File: config.mk
export PLATFORM = sky130hd
export DESIGN_NAME = ls_exec_unit
export DESIGN_NICKNAME = d
export VERILOG_FILES = /design/src/rtl/ls_exec_unit.sv
export SDC_FILE = /design/constraint.sdc
export NUM_CORES = 1
export LEC_CHECK = 0
export CORE_AREA = 2 2 130 132
export CTS_CLUSTER_DIAMETER = 30
export DETAILED_ROUTE_END_ITERATION = 10
export DIE_AREA = 0 0 132 134
export GPL_TIMING_DRIVEN = 1
export PLACE_DENSITY = 0.62
export SLEW_MARGIN = 10
export SYNTH_ARGS = -nofsm -noshare
export SYNTH_HDL_FRONTEND = slang
export SYNTH_SLANG_ARGS = --single-unit
File: constraint.sdc
create_clock -name clk -period 6.55 [get_ports clk]
set_clock_uncertainty 0.2 [all_clocks]
set_input_delay 1.31 -clock clk [delete_from_list [all_inputs] [get_ports clk]]
set_output_delay 1.31 -clock clk [all_outputs]
set_load 0.01 [all_outputs]
File: src/rtl/ls_exec_unit.sv
// Load/store execution stage: turns one issued memory op into a held memory-controller
// request and broadcasts extended load data on the LS CDB when the controller finishes.
module ls_exec_unit #(
   parameter int DATA_LEN   = 32,
   parameter int OPENUM_LEN = 6,
   parameter int ROB_LEN    = 4,
   parameter int OP_LB      = 1,
   parameter int OP_LH      = 2,
   parameter int OP_LW      = 3,
   parameter int OP_LBU     = 4,
   parameter int OP_LHU     = 5,
   parameter int OP_SB      = 6,
   parameter int OP_SH      = 7,
   parameter int OP_SW      = 8
) (
   input  logic                  clk,
   input  logic                  rst,
   input  logic                  ena_from_lsb,
   input  logic [OPENUM_LEN-1:0] openum_from_lsb,
   input  logic [DATA_LEN-1:0]   mem_addr_from_lsb,
   input  logic [DATA_LEN-1:0]   store_value_from_lsb,
   input  logic [ROB_LEN:0]      rob_id_from_lsb,
   output logic                  busy_to_lsb,
   output logic                  ena_to_mc,
   output logic                  wr_to_mc,
   output logic [DATA_LEN-1:0]   addr_to_mc,
   output logic [DATA_LEN-1:0]   data_to_mc,
   output logic [2:0]            size_to_mc,
   input  logic                  done_from_mc,
   input  logic [DATA_LEN-1:0]   data_from_mc,
   output logic                  valid_to_cdb,
   output logic [ROB_LEN:0]      rob_id_to_cdb,
   output logic [DATA_LEN-1:0]   result_to_cdb,
   input  logic                  commit_jump_flag_from_rob
);

   localparam logic [OPENUM_LEN-1:0] L_LB  = OPENUM_LEN'(OP_LB);
   localparam logic [OPENUM_LEN-1:0] L_LH  = OPENUM_LEN'(OP_LH);
   localparam logic [OPENUM_LEN-1:0] L_LW  = OPENUM_LEN'(OP_LW);
   localparam logic [OPENUM_LEN-1:0] L_LBU = OPENUM_LEN'(OP_LBU);
   localparam logic [OPENUM_LEN-1:0] L_LHU = OPENUM_LEN'(OP_LHU);
   localparam logic [OPENUM_LEN-1:0] L_SB  = OPENUM_LEN'(OP_SB);
   localparam logic [OPENUM_LEN-1:0] L_SH  = OPENUM_LEN'(OP_SH);

   typedef enum logic {IDLE, WAIT_MEM} state_t;

   state_t                r_state;
   logic [OPENUM_LEN-1:0] r_openum;
   logic [ROB_LEN:0]      r_rob_id;
   logic                  r_discard;

   logic                  w_issue_is_load;
   logic                  w_cur_is_load;
   logic [2:0]            w_issue_size;
   logic [DATA_LEN-1:0]   w_load_result;

   // Combinational so the buffer sees busy in the very cycle it strobes an issue.
   assign busy_to_lsb     = (r_state != IDLE) | ena_from_lsb;
   assign w_issue_is_load = (openum_from_lsb <= L_LHU);
   assign w_cur_is_load   = (r_openum <= L_LHU);

   always_comb begin
      w_issue_size = 3'd4;
      if (openum_from_lsb == L_LB || openum_from_lsb == L_LBU || openum_from_lsb == L_SB)
         w_issue_size = 3'd1;
      else if (openum_from_lsb == L_LH || openum_from_lsb == L_LHU || openum_from_lsb == L_SH)
         w_issue_size = 3'd2;
   end

   always_comb begin
      w_load_result = data_from_mc;
      if (r_openum == L_LB)
         w_load_result = {{(DATA_LEN-8){data_from_mc[7]}}, data_from_mc[7:0]};
      else if (r_openum == L_LH)
         w_load_result = {{(DATA_LEN-16){data_from_mc[15]}}, data_from_mc[15:0]};
      else if (r_openum == L_LBU)
         w_load_result = {{(DATA_LEN-8){1'b0}}, data_from_mc[7:0]};
      else if (r_openum == L_LHU)
         w_load_result = {{(DATA_LEN-16){1'b0}}, data_from_mc[15:0]};
      else if (r_openum == L_LW)
         w_load_result = data_from_mc;
   end

   always_ff @(posedge clk or posedge rst) begin
      if (rst) begin
         r_state       <= IDLE;
         r_openum      <= '0;
         r_rob_id      <= '0;
         r_discard     <= 1'b0;
         ena_to_mc     <= 1'b0;
         wr_to_mc      <= 1'b0;
         addr_to_mc    <= '0;
         data_to_mc    <= '0;
         size_to_mc    <= 3'd0;
         valid_to_cdb  <= 1'b0;
         rob_id_to_cdb <= '0;
         result_to_cdb <= '0;
      end else begin
         valid_to_cdb <= 1'b0;
         case (r_state)
            IDLE: begin
               if (ena_from_lsb && !commit_jump_flag_from_rob) begin
                  r_openum   <= openum_from_lsb;
                  r_rob_id   <= rob_id_from_lsb;
                  r_discard  <= 1'b0;
                  ena_to_mc  <= 1'b1;
                  wr_to_mc   <= ~w_issue_is_load;
                  addr_to_mc <= mem_addr_from_lsb;
                  data_to_mc <= store_value_from_lsb;
                  size_to_mc <= w_issue_size;
                  r_state    <= WAIT_MEM;
               end
            end
            WAIT_MEM: begin
               // The controller cannot abort, so a flushed load runs to done and is dropped.
               if (commit_jump_flag_from_rob && w_cur_is_load)
                  r_discard <= 1'b1;
               if (done_from_mc) begin
                  ena_to_mc <= 1'b0;
                  r_discard <= 1'b0;
                  r_state   <= IDLE;
                  if (w_cur_is_load && !r_discard && !commit_jump_flag_from_rob) begin
                     valid_to_cdb  <= 1'b1;
                     rob_id_to_cdb <= r_rob_id;
                     result_to_cdb <= w_load_result;
                  end
               end
            end
            default: r_state <= IDLE;
         endcase
      end
   end

endmodule

==> flow_summary.rst <==
.. list-table::
   :header-rows: 1

   * - Metric
     - Value
   * - Layout cell share with drive strength beyond 1
     - 6.65%
   * - Type of the worst min-delay path
     - flip-flop to flip-flop
   * - Port bufs
     - 219
   * - Buffer cell driving the clock tree root
     - clkbuf_16
   * - # nets final
     - 822
   * - Post-cts hold buffer count
     - 0
   * - Synthesized netlist cell count
     - 492
   * - Iteration count of the initial detailed-routing pass
     - 4
   * - Leading cell types by total area after synthesis
     - dfrtp_1 (63%), nand2_1 (20%), a221oi_1 (2.4%)
   * - Most used cell, CP
     - clkdlybuf4s50_1
   * - Drt initial violations
     - 133
   * - Critical path capture point type
     - output pin
   * - Commonest cells post-synth
     - nand2_1 (258), dfrtp_1 (120), inv_1 (17)
   * - First-pass GRT wire length
     - 21.9 mm
   * - Critical-path top delay cell
     - clkdlybuf4s50_1
   * - Max Clk Rate
     - 250 MHz
   * - Crit start category
     - input port
   * - CTS H-Tree Depth
     - 4
   * - Routed WL
     - 13.3 mm
   * - Cell area after technology mapping
     - 4780 sq um
   * - Maximum number of pins on one net before global-route repair
     - 79
   * - Number of clock sinks seen by CTS
     - 120
   * - Core Footprint
     - 16300 sq um
   * - Part of the Yosys area used for sequential elements
     - 62.8%
   * - Count of flip-flops with a built-in enable after synthesis
     - 0
   * - Overall routing resource usage
     - 15.5%
   * - Instance area at placement
     - 7170 sq um
   * - Routability Congestion
     - 0.743
   * - Top layer in use
     - met5
   * - Insertion delay of the later-clocked pin in the worst-skew pair
     - 0.40 ns
   * - Synthesized area per cell
     - 9.71 sq um
   * - Drt wl/cell
     - 14.1 um
   * - Power per Cell Area
     - 364 nW/um^2
   * - Std-Cell Rows
     - 47
   * - Number of top-level pins
     - 220
   * - Top FF cell, synth
     - dfrtp_1
   * - Via count
     - 4102
   * - Floorplan die width
     - 132 um
   * - Worst-Margin Slew
     - 1.08 ns
   * - Worst path max stage delay
     - 0.48 ns
   * - Setup Total Neg Slack
     - 0 ns
   * - Slew Viols, Final
     - 0
   * - Max-cap check violation count
     - 0
   * - CTS clock-pin slew for the worst setup and hold paths
     - 0.05 ns
   * - FFs w/ async S/R, synth
     - 100%
   * - Cell taking the most area after synthesis
     - dfrtp_1
   * - Number of nets with antenna violations after routing
     - 0
   * - Yosys reg bits
     - 120
   * - Post-route met1 wirelength
     - 5.64 mm
   * - Antenna diode instance count
     - 0
   * - Final routed DRC violation total
     - 0
   * - Detail-routed via count per cell
     - 4.35
   * - Most common cell in the synthesized netlist
     - nand2_1
   * - Vias in the first global route
     - 4327
   * - CTS Buf Count
     - 17
   * - Count of unique library cells instantiated by Yosys
     - 34
   * - Fin Hold WS
     - 0.269 ns
   * - Remaining max-slew budget at the tightest pin
     - 27.7%
   * - Total overflow reported by the global router
     - 0
   * - Area of the die
     - 17700 sq um
   * - Core occupancy in the finished layout
     - 47.7%
   * - Cell leakage power
     - 3.68 nW
   * - Layout Cell Area excl Fill
     - 7770 sq um
   * - PostCTS Resize Cnt
     - 0
   * - Synthesized Nets
     - 604
   * - Area share of the leading cell type in the synthesized netlist
     - 62.8%
   * - Yosys warning total
     - 0
   * - Number of antenna violations at the first check in global routing
     - 1
   * - Total count of hold-check failures in the final report
     - 0
   * - Data required time of the critical path
     - 5.04 ns
   * - Maximum buffer depth of the clock tree
     - 2
   * - Overall die height
     - 134 um
   * - Detail Route met2 WL
     - 6.28 mm
   * - Highest ir drop seen on vdd
     - 0.000148 V
   * - Setup violation total in the final timing report
     - 0
   * - Clock tree from TritonCTS
     - yes
   * - Total setup buffers inserted after CTS
     - 0
   * - Crit path arrival time
     - 2.50 ns
   * - Effective utilization at floorplan
     - 29.3%
   * - Cell chain of the critical path
     - clkdlybuf4s50_1, or2_2, clkdlybuf4s50_1
   * - Met3 WL post-DR
     - 1.13 mm
   * - HPWL reported at the end of detailed placement
     - 9.39 mm
   * - Status
     - finished clean
   * - Area growth from synthesis to layout
     - 62.5%
   * - Largest driver fanout on the critical path
     - 2
   * - Post-route fraction of the period consumed by the critical path
     - 61.2%
   * - Power consumption
     - 0.00283 W
   * - Crit Path Class
     - input port to output pin
   * - Tmin final
     - 4.01 ns
   * - RSZ-0062 raised after global routing
     - false
==> critical path: cells and delay by family <==
kind                   cells  cell delay (ns)
buffers and inverters      2             0.90
AND/OR/NAND/NOR            1             0.28
==> cells in the final DEF, fill, tap and decap left out, types with 2 or more instances in the layout <==
cell type        synthesis  routed
clkdlybuf4s50_1          0     219
nor2_1                   5       4
xor2_1                   2       2
a221oi_1                13      13
nand2_1                258     258
o21ai_0                  3       3
dfrtp_1                120     120
nor3b_1                  2       2
a221oi_2                 3       3
nand2b_1                 2       2
clkbuf_1                13       3
or2_2                    2       2
a2bb2oi_1                8       8
mux2_2                   4       4
a31oi_1                  2       2
nor3_4                   2       2
buf_4                    2       4
clkinvlp_4               0       2
clkbuf_16                0      17
o21a_1                   2       2
bufinv_16                0       2
inv_1                   17      16
clkbuf_8                 0       5
nor2b_1                  2       2
mux2_1                   9       9
==> per-stage QoR <==
stage,setup WS (ns),cells
global route,2.52,942
CTS,2.54,942
floorplan,1.85,492
detailed placement,2.54,911
finish,2.54,942
global placement,2.55,911
==> report_power, final <==
group          switching (W)  internal, W  leakage, nW
clock network       0.000316     0.000608        0.286
registers           0.000118     0.000946         1.45
logic               0.000337     0.000503         1.95
total               0.000771      0.00206         3.68
==> per-layer routing <==
layer / vias to the layer above / global-route usage, %
li1: 2000 / -
met1: 1939 / 18.6
met2: 143 / 25.2
met3: 18 / 6.12
met4: 2 / 6.04
met5: - / 0
==> logic make-up after synthesis <==
logic type | after synthesis | share of synthesized area, %
compound gates | 36 | 6.52
xor+xnor | 2 | 0.367
buf+inv | 42 | 3.82
flops | 120 | 62.8
mux | 14 | 3.27
simple gates | 278 | 23.2
==> final cells by class <==
type / count / area, sq um
fill: 1522 / 8520
sequential: 120 / 3000
timing repair buffer: 223 / 2220
multi-input combinational: 330 / 1600
clock buffer: 25 / 505
tap: 220 / 275
clock inverter: 6 / 88.8
inverter: 18 / 70.1
==> registers in the layout, indices dropped and copies added (netlist names) <==
signal	flops
ena_to_mc	1
result_to_cdb	32
size_to_mc	3
r_rob_id	5
addr_to_mc	32
wr_to_mc	1
r_discard	1
r_state	1
valid_to_cdb	1
data_to_mc	32
rob_id_to_cdb	5
r_openum	6
==> path summary, 6_finish.rpt <==
kind	from	slack (ns)	endpoint	cells past startpoint
hold / removal	addr_to_mc[15]	0.27	addr_to_mc[15]	2
setup / recovery	ena_from_lsb	2.54	busy_to_lsb	3
hold reg to reg	addr_to_mc[15]	0.27	addr_to_mc[15]	2
min in group asynchronous	rst	1.25	result_to_cdb[3]	2
max in group asynchronous	rst	3.71	addr_to_mc[21]	3
setup reg to reg	r_state	4.29	data_to_mc[8]	4
Note: power is estimated with default switching activity, not from simulation.
